File: src/rtl/imm_gen_pipe.sv
// Registered RISC-V immediate generator: combinational I/S/B/U/J/zimm decode
// captured into a valid/ready output stage backed by a one-entry skid buffer.
module imm_gen_pipe #(
  parameter int XLEN       = 32,
  parameter int ILEN       = 32,
  parameter int ENABLE_CSR = 1
) (
  input  logic            clk,
  input  logic            rst,
  input  logic            flush,
  input  logic            in_valid,
  output logic            in_ready,
  input  logic [ILEN-1:0] in_instr,
  output logic            out_valid,
  input  logic            out_ready,
  output logic [ILEN-1:0] out_instr,
  output logic [XLEN-1:0] out_imm,
  output logic [2:0]      out_fmt,
  output logic            out_illegal
);

  localparam logic [2:0] FMT_NONE = 3'd0;
  localparam logic [2:0] FMT_I    = 3'd1;
  localparam logic [2:0] FMT_S    = 3'd2;
  localparam logic [2:0] FMT_B    = 3'd3;
  localparam logic [2:0] FMT_U    = 3'd4;
  localparam logic [2:0] FMT_J    = 3'd5;
  localparam logic [2:0] FMT_Z    = 3'd6;

  localparam logic [6:0] OP_IMM    = 7'b0010011;
  localparam logic [6:0] OP_LOAD   = 7'b0000011;
  localparam logic [6:0] OP_JALR   = 7'b1100111;
  localparam logic [6:0] OP_STORE  = 7'b0100011;
  localparam logic [6:0] OP_BRANCH = 7'b1100011;
  localparam logic [6:0] OP_LUI    = 7'b0110111;
  localparam logic [6:0] OP_AUIPC  = 7'b0010111;
  localparam logic [6:0] OP_JAL    = 7'b1101111;
  localparam logic [6:0] OP_OP     = 7'b0110011;
  localparam logic [6:0] OP_FENCE  = 7'b0001111;
  localparam logic [6:0] OP_SYSTEM = 7'b1110011;

  logic [XLEN-1:0] dec_imm;
  logic [2:0]      dec_fmt;
  logic            dec_illegal;
  logic            s;

  assign s = in_instr[31];

  // Signed size casts sign-extend each raw field up to XLEN.
  always_comb begin
    dec_imm     = '0;
    dec_fmt     = FMT_NONE;
    dec_illegal = 1'b0;
    case (in_instr[6:0])
      OP_IMM, OP_LOAD, OP_JALR: begin
        dec_fmt = FMT_I;
        dec_imm = XLEN'($signed(in_instr[31:20]));
      end
      OP_STORE: begin
        dec_fmt = FMT_S;
        dec_imm = XLEN'($signed({in_instr[31:25], in_instr[11:7]}));
      end
      OP_BRANCH: begin
        dec_fmt = FMT_B;
        dec_imm = XLEN'($signed({s, in_instr[7], in_instr[30:25], in_instr[11:8], 1'b0}));
      end
      OP_LUI, OP_AUIPC: begin
        dec_fmt = FMT_U;
        dec_imm = XLEN'($signed({in_instr[31:12], 12'b0}));
      end
      OP_JAL: begin
        dec_fmt = FMT_J;
        dec_imm = XLEN'($signed({s, in_instr[19:12], in_instr[20], in_instr[30:21], 1'b0}));
      end
      OP_SYSTEM: begin
        if ((ENABLE_CSR != 0) && in_instr[14]) begin
          dec_fmt = FMT_Z;
          dec_imm = XLEN'(in_instr[19:15]);
        end
      end
      OP_OP, OP_FENCE: begin
        dec_fmt = FMT_NONE;
      end
      default: dec_illegal = 1'b1;
    endcase
  end

  // Main register (m_*) drives the outputs; skid register (k_*) holds one overflow entry.
  logic            m_valid, k_valid;
  logic [ILEN-1:0] m_instr, k_instr;
  logic [XLEN-1:0] m_imm, k_imm;
  logic [2:0]      m_fmt, k_fmt;
  logic            m_ill, k_ill;
  logic            accept, xfer;

  // valid/ready: a beat moves on a rising clk edge where valid & ready are both 1;
  // in_ready depends only on skid occupancy, so it never combinationally follows out_ready.
  assign in_ready    = ~k_valid;
  assign accept      = in_valid & in_ready;
  assign xfer        = m_valid & out_ready;
  assign out_valid   = m_valid;
  assign out_instr   = m_instr;
  assign out_imm     = m_imm;
  assign out_fmt     = m_fmt;
  assign out_illegal = m_ill;

  always_ff @(posedge clk) begin
    if (rst) begin
      m_valid <= 1'b0;
      m_instr <= '0;
      m_imm   <= '0;
      m_fmt   <= FMT_NONE;
      m_ill   <= 1'b0;
      k_valid <= 1'b0;
      k_instr <= '0;
      k_imm   <= '0;
      k_fmt   <= FMT_NONE;
      k_ill   <= 1'b0;
    end else if (flush) begin
      m_valid <= 1'b0;
      k_valid <= 1'b0;
    end else if (!m_valid || xfer) begin
      // Skid entry is older than anything on the input, so it refills M first.
      if (k_valid) begin
        m_valid <= 1'b1;
        m_instr <= k_instr;
        m_imm   <= k_imm;
        m_fmt   <= k_fmt;
        m_ill   <= k_ill;
        k_valid <= 1'b0;
      end else if (accept) begin
        m_valid <= 1'b1;
        m_instr <= in_instr;
        m_imm   <= dec_imm;
        m_fmt   <= dec_fmt;
        m_ill   <= dec_illegal;
      end else begin
        m_valid <= 1'b0;
      end
    end else if (accept) begin
      k_valid <= 1'b1;
      k_instr <= in_instr;
      k_imm   <= dec_imm;
      k_fmt   <= dec_fmt;
      k_ill   <= dec_illegal;
    end
  end

endmodule

File: config.mk
export PLATFORM = sky130hd
export DESIGN_NAME = imm_gen_pipe
export DESIGN_NICKNAME = d
export VERILOG_FILES = /design/src/rtl/imm_gen_pipe.sv
export SDC_FILE = /design/constraint.sdc
export NUM_CORES = 1
export LEC_CHECK = 0
export BUFFER_PORTS_ARGS = -buffer_cell sky130_fd_sc_hd__buf_2
export CORE_MARGIN = 2
export CORE_UTILIZATION = 35
export DETAILED_ROUTE_END_ITERATION = 7
export PLACE_DENSITY = 0.53
export SYNTH_ARGS = -nofsm -noshare
export SYNTH_HDL_FRONTEND = slang
export SYNTH_SLANG_ARGS = --single-unit
File: constraint.sdc
create_clock -name clk -period 3.31 [get_ports clk]
set_input_delay 0.662 -clock clk [delete_from_list [all_inputs] [get_ports clk]]
set_output_delay 0.662 -clock clk [all_outputs]
set_load 0.005 [all_outputs]
**Word-level counts from Yosys, hierarchy flattened**

Index checks and enable logic that the tools add are counted.

- Register bits after elaboration: 138
- Bits of input ports: 37
- Output and inout bits: 70
- Logic and storage cells: 51

- Equal/unequal tests: 11
- Muxes and demuxes: 15
- Bitwise gates (word level): 5
- Reductions and logical operators: 10

Operator list:

| cell | count |
|---|---|
| 32-bit one-hot mux with 6 select lines | 1 |
| 32-bit 2-to-1 mux | 4 |
| 7-bit equality test (second input constant) | 4 |
| 7-bit by 6-bit equality test with 1-bit output (second input constant) | 3 |
| 3-bit one-hot mux with 6 select lines | 1 |
| 7-bit by 5-bit equality test with 1-bit output (second input constant) | 2 |
| 11-bit OR reduction | 1 |
| 3-bit 2-to-1 mux | 3 |
| 7-bit by 2-bit equality test with 1-bit output (second input constant) | 1 |
| 7-bit by 4-bit equality test with 1-bit output (second input constant) | 1 |
| 3-bit AND reduction | 2 |
| 3-bit OR reduction | 2 |
| 1-bit 2-to-1 mux | 5 |
| 5-bit 2-to-1 mux | 1 |
| 2-bit OR reduction | 2 |
| 1-bit inverter | 3 |
| 1-bit bitwise AND | 2 |
| 2-bit nonzero test | 1 |
| 1-bit zero test | 1 |
| 1-bit logical OR | 1 |

**Logic depth before layout (Yosys ltp)**

Gate-level depths: netlist (run 1).

- Depth in word-level cells: 5
- Gate-level depth with buffers: 6
- Depth with buffers taken out: 4

**Worst setup path before layout (run 1)**

No wires, ideal clock.

- Path type: input to register
- Start point: input in_instr[2]
- End point: register k_imm[11]
- Library setup time: 86 ps
- Arrival time: 1,827 ps
- Required time: 3,224 ps
- Setup slack: 1,398 ps
- Stages on the path: 5
- Buffers on the path: 1
- Path through: clkbuf_2 or3b_1 a2111oi_0 a21oi_1 a211oi_1

- Cells in the longest elaborated chain, start to end: 3
- Elaborated cells on any way between the ends: 12
- Classes of those cells: eq/ne: 9; mux: 1; reduce/logical: 2

RTL lines:

| item | RTL line | text |
|---|---|---|
| start, declared | 13 | `input logic [ILEN-1:0] in_instr,` |
| 7-bit by 5-bit equality test with 1-bit output, or another cell as far along | 54 | `case (in_instr[6:0])` |
| 3-bit OR reduction or 2-bit OR reduction (tied branches) | - |  |
| 32-bit one-hot mux with 6 select lines (*) | 54 |  |
| end signal, assigned | 143 | `k_imm <= dec_imm;` |
| end, declared | 91 | `logic [XLEN-1:0] m_imm, k_imm;` |

Every way passes the cells marked *; elsewhere a longest branch is shown, timed or not.
A chain may end at the register's enable or synchronous reset.

**Worst setup path in the final report (run 1)**

- Start point: register k_valid
- End point: output in_ready

- Cells in the longest elaborated chain, start to end: 1

RTL lines:

| item | RTL line | text |
|---|---|---|
| start, declared | 89 | `logic m_valid, k_valid;` |
| start signal, assigned | 114 | `k_valid <= 1'b0;` |
| start signal, assigned | 121 | `k_valid <= 1'b0;` |
| start signal, assigned | 130 | `k_valid <= 1'b0;` |
| 1-bit inverter | 98 | `assign in_ready = ~k_valid;` |
| end, declared | 12 | `output logic in_ready,` |

No other way between the ends.

==> impl_metrics.tcl, run 1 <==
set metrics [dict create \
    cp.arrival_ps 1460 \
    crit_type "reg2out" \
    insertion_delay_ps 420 \
    ctsResizeCount 0 \
    postCtsHoldBufs 0 \
    drtPass1Iterations 5 \
    min_period_over_period_pct 64.1 \
    drv_cap 0 \
    routabilityCongestion 0.802 \
    p_per_area_nw_per_um2 560 \
    top_layer "met4" \
    root_buffer "clkbuf_16" \
    ys_ff_latch 138 \
    cts_tree "done" \
    startpoint_type "register" \
    cts_max_level 4 \
    fin_nets 790 \
    syn_area_um2 5880 \
    dpl.hpwl_mm 11.2 \
    num_antenna_cells 0 \
    yosys_warnings 0 \
    skew_ps 8.57 \
    boundaryPins 107 \
    grt_usage_pct 18.9 \
    antenna_left 0 \
    worstMarginPinSlew_ps 707 \
    p_sw_mw 0.960 \
    overflow 0 \
    dieHeight_um 134 \
    synth_cell_type_count 49 \
    routed-via-count 5217 \
    vdd_ir_drop_max_v 0.000392 \
    clockBufferDepth 2 \
    synth.net_count 711 \
    seqPwrFrac_pct 44.1 \
    drt-total-wl_mm 16.5 \
    coreArea_um2 16500 \
    wl_met1_mm 7.57 \
    maxSlewViolCount 0 \
    fmax_mhz 471 \
    grt_pass1_vias 5040 \
    cts_inserted_buffers 17 \
    p_total_mw 3.98 \
    drc 0 \
    die-width_um 134 \
    p_sw_share_pct 24.1 \
    avgSynthCellArea_um2 8.72 \
    first_iter_violations 297 \
    fin_setup_tns_ps 0 \
    hp-class "reg2reg" \
    clock-sinks 138 \
    status "complete, no violations" \
    slew_headroom_pct 52.9 \
    met2_length_mm 7.92 \
    grt_pass1_wl_mm 26.7 \
    hold_viol 0 \
    area_growth_pct 21.0 \
    post_cts_buffers 0 \
    grt_max_degree 66 \
    synth.yosys.seq_area_share_pct 47.0 \
    start_util_pct 35.6 \
    leakage_nw 2.53 \
    end_kind "primary output" \
    drive_gt1_share_pct 22.2 \
    power_frac_comb_pct 8.5 \
    rsz0062_at_grt "no" \
    cp.required_ps 2650 \
    final-setup-viol-count 0 \
    dieArea_um2 17800 \
    worstReg2RegStart "k_valid" \
    worstSetupStartpoint "k_valid" \
    async_reset_ff_share_pct 0 \
    clk_pin_slew_worst_paths_ps 60 \
    p_clk_share_pct 47.3 \
    dr_wl_met3_um 873 \
    port_buffers 106 \
    synth_cells 674 \
    ys.flop_type "dfxtp_1" \
    period_needed_ps 2120 \
    num_rows 47 \
    via_per_inst 5.29 \
    p_int_mw 3.02 \
    synth_edf_count 0 \
    wl_per_cell_um 16.8 \
    antenna_found_initial 0 \
    min_from "k_instr[22]" \
    worst-r2r-setup-slack_ps 1250 \
    worstPathMaxFanout 18 \
]
## metal layers
layer	track usage, %	vias up
li1	-	2585
met1	24.0	2484
met2	32.0	132
met3	4.98	16
met4	4.96	0
met5	0	-
## final timing paths
path | cells past startpoint | endpoint
worst min-delay path | 2 | k_instr[22]
worst max register to register | 5 | k_fmt[1]
worst max-delay path | 2 | in_ready
worst min register to register | 2 | k_instr[22]
## placed cells by master (no fill, tap or decap), types with 4 or more instances in the layout
cell type,instances
dfxtp_1,137
nand2_1,113
buf_2,105
nor2_1,73
a211oi_1,73
a21oi_1,53
mux2i_1,32
a221oi_1,19
o21ai_0,19
clkbuf_16,17
buf_4,17
nand3_1,13
or3_1,7
nor4_1,7
nor3_1,6
o21bai_1,6
nand2b_1,5
inv_1,4
a222oi_1,4
o211ai_1,4
clkinvlp_4,4
clkinv_2,4
## kinds of logic (layout without fill, tap and decap cells)
| logic type | after synthesis | after routing | synth area share, % |
|---|---|---|---|
| simple gates | 244 | 244 | 18.8 |
| compound gates | 193 | 193 | 23.4 |
| flops | 138 | 138 | 47.0 |
| buf+inv | 66 | 158 | 5.13 |
| mux | 33 | 33 | 5.64 |
## cells in the mapped netlist (2+ instances only)
cell	count	share of area [%]
a2111oi_0	3	0.45
a211oi_1	73	9.3
a21oi_1	53	4.5
a221oi_1	19	2.8
a222oi_1	4	0.68
a22o_1	2	0.30
buf_2	15	1.3
buf_6	4	0.77
clkbuf_1	40	2.6
dfxtp_1	138	47
inv_1	4	0.26
mux2i_1	32	5.5
nand2_1	113	7.2
nand2b_1	5	0.53
nand3_1	13	1.1
nand4_1	2	0.21
nand4b_1	3	0.45
nor2_1	73	4.7
nor2_2	3	0.32
nor3_1	6	0.51
nor3_4	2	0.55
nor4_1	7	0.75
o211ai_1	4	0.51
o21ai_0	19	1.6
o21bai_1	6	0.77
or3_1	7	0.75
or3b_1	2	0.30
## worst max-delay path, stage by stage (launching register included)
cell and delay (ps):
dfxtp_2 330, inv_1 480, buf_2 230
## power by group through the flow
| stage | Combinational [mW] | Clock, mW | Sequential (mW) |
|---|---|---|---|
| after floorplan | 0.194 | 0 | 1.79 |
| after global placement | 0.336 | 0 | 1.79 |
| after detailed placement | 0.341 | 0 | 1.79 |
| after CTS | 0.343 | 1.92 | 1.75 |
| after global routing | 0.377 | 2.00 | 1.76 |
| final | 0.340 | 1.88 | 1.75 |
## per-stage QoR
step	cells	hold slack [ps]	utilization (%)	setup slack, ps	area [µm²]
6_report	986	454	43.0	1190	7110
5_1_grt	986	474	43.0	1080	7110
4_1_cts	986	454	43.0	1180	7110
3_5_place_dp	954	447	39.4	842	6520
3_3_place_gp	954	441	39.4	862	6520
2_1_floorplan	674	429	-	1400	5880
## sequential cells by signal, indices dropped and copies added, names as in the netlist, 3 cells and up
register,count
k_instr,32
k_imm,32
out_fmt,3
out_imm,32
k_fmt,3
out_instr,32
## cell type report
class                      count  area, µm²
inverter                       4       15.0
fill                        1630       9420
timing repair buffer         122        653
tap                          220        275
clock inverter                11        119
multi-input combinational    470       2810
clock buffer                  21        470
sequential                   138       2760
Note: power is estimated with default switching activity, not from simulation.
==> run 2, diff against run 1 <==
==> constraint.sdc (replaced) <==
create_clock -name clk -period 2.2 [get_ports clk]
set_input_delay 0.44 -clock clk [delete_from_list [all_inputs] [get_ports clk]]
set_output_delay 0.44 -clock clk [all_outputs]
set_load 0.005 [all_outputs]
==> impl_metrics.tcl, run 2 (synthesis gave the netlist of run 1 again) <==
set metrics [dict create \
    status "complete, no violations" \
    fin_setup_tns_ps 0 \
    num_rows 47 \
    finish.utilization_pct 43.6 \
    min_period_over_period_pct 88.1 \
    drc 0 \
    routabilityCongestion 0.794 \
    port_buffers 106 \
    grt_max_degree 73 \
    worstMarginPinSlew_ps 903 \
    skew_ps 7.14 \
    num_antenna_cells 0 \
    hp-class "in2reg" \
    grt_pass1_wl_mm 27.8 \
    finalNonFillerCells 992 \
    routed-via-count 5312 \
    end_kind "register" \
    dpl.hpwl_mm 11.6 \
    final-setup-viol-count 0 \
    busiest_layer "met2" \
    cts_max_level 4 \
    antenna_left 0 \
    grtUsageMet1_pct 25.9 \
    root_buffer "clkbuf_16" \
    hold_viol 0 \
    fin_nets 797 \
    start_util_pct 35.6 \
    drtPass1Iterations 5 \
    drive_gt1_share_pct 22.7 \
    stdcell_area_um2 7210 \
    n_fill_cell 1633 \
    seqCellArea_um2 2760 \
    first_iter_violations 298 \
    drt-total-wl_mm 17.3 \
    p_per_area_nw_per_um2 847 \
    period_needed_ps 1940 \
    use_met2_pct 32.1 \
    overflow 0 \
    area_growth_pct 22.7 \
    final_common_cell "dfxtp_1" \
    layout_common_cells "dfxtp_1 (137), nand2_1 (113), buf_2 (105)" \
    vdd_ir_drop_max_v 0.000546 \
    startpoint_type "register" \
    post_cts_buffers 0 \
    place_area_um2 6610 \
    rsz0062_at_grt "no" \
    fmax_mhz 516 \
    insertion_delay_ps 420 \
    grt_pass1_vias 5070 \
    antenna_found_initial 0 \
    via_per_inst 5.35 \
    drv_cap 0 \
    ctsResizeCount 0 \
    boundaryPins 107 \
    clk_pin_slew_worst_paths_ps 60 \
    clockBufferDepth 2 \
    pre_cts_ws_ps 64.0 \
    coreArea_um2 16500 \
    slew_headroom_pct 39.8 \
    postCtsHoldBufs 0 \
    dp_cells 961 \
    maxSlewViolCount 0 \
    cts_inserted_buffers 17 \
    cp.arrival_ps 2200 \
    multi_input_area_um2 2810 \
    hold-worst-slack_ps 287 \
    die-width_um 134 \
    wl_per_cell_um 17.4 \
    dieArea_um2 17800 \
    crit_type "reg2reg" \
    dieHeight_um 134 \
    grt_usage_pct 19.7 \
    p_total_mw 6.11 \
    grt_use_met3_pct 4.11 \
    clock-sinks 138 \
    cp.required_ps 2460 \
    leakage_nw 2.58 \
    setup_ws_ps 261 \
    cts_tree "done" \
    worstPathMaxFanout 11 \
]
[run 2: changes by cell type in the layout (fill, tap and decap cells not counted)]
cell	before	now
buf_4	17	21
buf_12	0	3
clkinv_4	0	3
clkinvlp_4	4	1
clkinv_2	4	2
bufinv_16	2	3
clkbuf_1	1	2
clkbuf_8	3	2
[run 2: path summary, 6_finish.rpt]
check,start,end,slack [ps],cells after the start
worst max-delay path,k_valid,k_imm[29],260,4
worst min register to register,k_instr[4],k_instr[4],450,2
worst min-delay path,in_instr[13],k_instr[13],290,3
worst max register to register,k_valid,k_imm[29],260,4
[run 2: metal layers]
layer  wire length, µm  vias to the layer above
li1                  -                     2592
met1              7770                     2522
met2              8200                      166
met3               899                       32
met4               386                        0
met5                 0                        -
[run 2: cell type report]
class | count | share of cell area, %
multi-input cells | 470 | 39.0
flip-flops and latches | 138 | 38.3
repair buffers | 129 | 10.3
clock buffers | 21 | 6.38
well taps | 220 | 3.82
clock inverters | 10 | 1.98
inverters | 4 | 0.208
[run 2: power breakdown]
part           internal (mW)  switching [mW]
Clock                   1.84            1.09
Sequential              2.59          0.0499
Combinational          0.211           0.324
Total                   4.64            1.46
[run 2: worst max-delay path, cell delays in order (launching register included)]
cell	delay (ps)
dfxtp_2	340
nand2b_1	150
or3_1	390
a21oi_1	720
a211oi_1	190
==> run 3, diff against run 2 <==
--- a/config.mk
+++ b/config.mk
@@ -9,7 +9,6 @@
 export CORE_MARGIN = 2
 export CORE_UTILIZATION = 35
 export DETAILED_ROUTE_END_ITERATION = 7
-export PLACE_DENSITY = 0.53
 export SYNTH_ARGS = -nofsm -noshare
 export SYNTH_HDL_FRONTEND = slang
 export SYNTH_SLANG_ARGS = --single-unit
==> impl_metrics.tcl, run 3 (synthesis gave the netlist of run 1 again) <==
set metrics [dict create \
    status "complete, no violations" \
    drc 0 \
    overflow 0 \
    num_rows 47 \
    slew_headroom_pct 58.0 \
    cts_inserted_buffers 17 \
    hold_viol 0 \
    dr_wl_met3_mm 1.04 \
    cp_slowest_cell "dfxtp_2" \
    drtPass1Iterations 7 \
    grt_pass1_wl_mm 27.0 \
    wl_met1_mm 7.66 \
    cts_tree "done" \
    critical-path-top-delay-family "buffers and inverters" \
    grt_usage_pct 19.1 \
    cp.arrival_ps 1620 \
    num_antenna_cells 0 \
    via_per_inst 5.26 \
    crit_type "reg2out" \
    grt_max_degree 58 \
    cp.buffers_inverters 4 \
    wl_per_cell_um 16.8 \
    start_util_pct 35.6 \
    clockBufferDepth 2 \
    routabilityCongestion 0.804 \
    cp.required_ps 1760 \
    vdd_ir_drop_max_v 0.000602 \
    met2_length_mm 7.81 \
    clock-sinks 138 \
    worst-r2r-setup-slack_ps 420 \
    root_buffer "clkbuf_16" \
    max_stage_delay_ps 330 \
    rsz0062_at_grt "no" \
    layout_common_cells "dfxtp_1 (137), nand2_1 (113), buf_2 (105)" \
    worstPathMaxFanout 24 \
    first_iter_violations 385 \
    ctsResizeCount 0 \
    insertion_delay_ps 430 \
    drive_gt1_share_pct 23.1 \
    leakage_nw 2.62 \
    area_growth_pct 24.2 \
    port_buffers 106 \
    n_fill_cell 1622 \
    worstMarginPinSlew_ps 629 \
    antenna_left 0 \
    hold-worst-slack_ps 287 \
    end_kind "primary output" \
    period_needed_ps 2060 \
    startpoint_type "register" \
    crit_chain "buf_4 > inv_1 > buf_12 > buf_2" \
    coreArea_um2 16500 \
    die-width_um 134 \
    routed-via-count 5226 \
    drt-total-wl_mm 16.7 \
    min_period_over_period_pct 93.7 \
    final_common_cell "dfxtp_1" \
    fmax_mhz 485 \
    hp-class "in2reg" \
    boundaryPins 107 \
    dieHeight_um 134 \
    drv_cap 0 \
    skew_ps 9.07 \
    dieArea_um2 17800 \
    top_layer "met4" \
    fin_setup_tns_ps 0 \
    fin_nets 798 \
    antenna_found_initial 0 \
    clk_pin_slew_worst_paths_ps 60 \
    grt_pass1_vias 5043 \
    maxSlewViolCount 0 \
    p_per_area_nw_per_um2 866 \
    final-setup-viol-count 0 \
    cts_max_level 4 \
    dpl.hpwl_mm 11.2 \
    postCtsHoldBufs 0 \
    post_cts_buffers 0 \
]
## run 3: cell types whose count changed in the layout (fill, tap and decap cells not counted), sizes merged
cell / previous run / this run
clkbuf: 21 / 22
clkinvlp: 1 / 3
clkinv: 5 / 2
buf: 129 / 130
bufinv: 3 / 4
## run 3: per-stage QoR
stage          std cells  util, %  setup slack (ps)  power, mW  area [µm²]
2_1_floorplan        674        -               510       2.99        5880
3_3_place_gp         962     40.2               228       3.22        6640
3_5_place_dp         962     40.2               188       3.23        6640
4_1_cts              994     44.2               126       6.38        7300
5_1_grt              994     44.2              69.8       6.55        7300
6_report             994     44.2               138       6.32        7300
## run 3: path summary, 6_finish.rpt
path / cells past startpoint / endpoint / start
setup / recovery: 4 / in_ready / k_valid
hold / removal: 3 / k_instr[12] / in_instr[12]
setup reg to reg: 5 / out_imm[14] / out_valid
hold reg to reg: 2 / k_instr[24] / k_instr[24]
## run 3: where the power goes
part	internal [mW]	total, mW	switching (mW)
Combinational	0.209	0.529	0.320
Clock	2.05	3.15	1.10
Sequential	2.59	2.64	0.0477
Total	4.85	6.32	1.47
## run 3: area by class of cell
type	count	area, µm²	area share [%]
flip-flops and latches	138	2760	37.9
multi-input cells	470	2810	38.5
repair buffers	130	776	10.6
well taps	220	275	3.77
clock buffers	22	494	6.77
inverters	4	15.0	0.206
clock inverters	10	161	2.21
## run 3: routing by layer
metal / track usage [%] / up-vias
li1: - / 2613
met1: 24.8 / 2450
met2: 31.0 / 147
met3: 5.48 / 16
met4: 5.56 / 0
met5: 0 / -
## run 3: worst min-delay path, cell delays in order
cell,delay [ps]
buf_2,120
nand2_1,50
a21oi_1,50
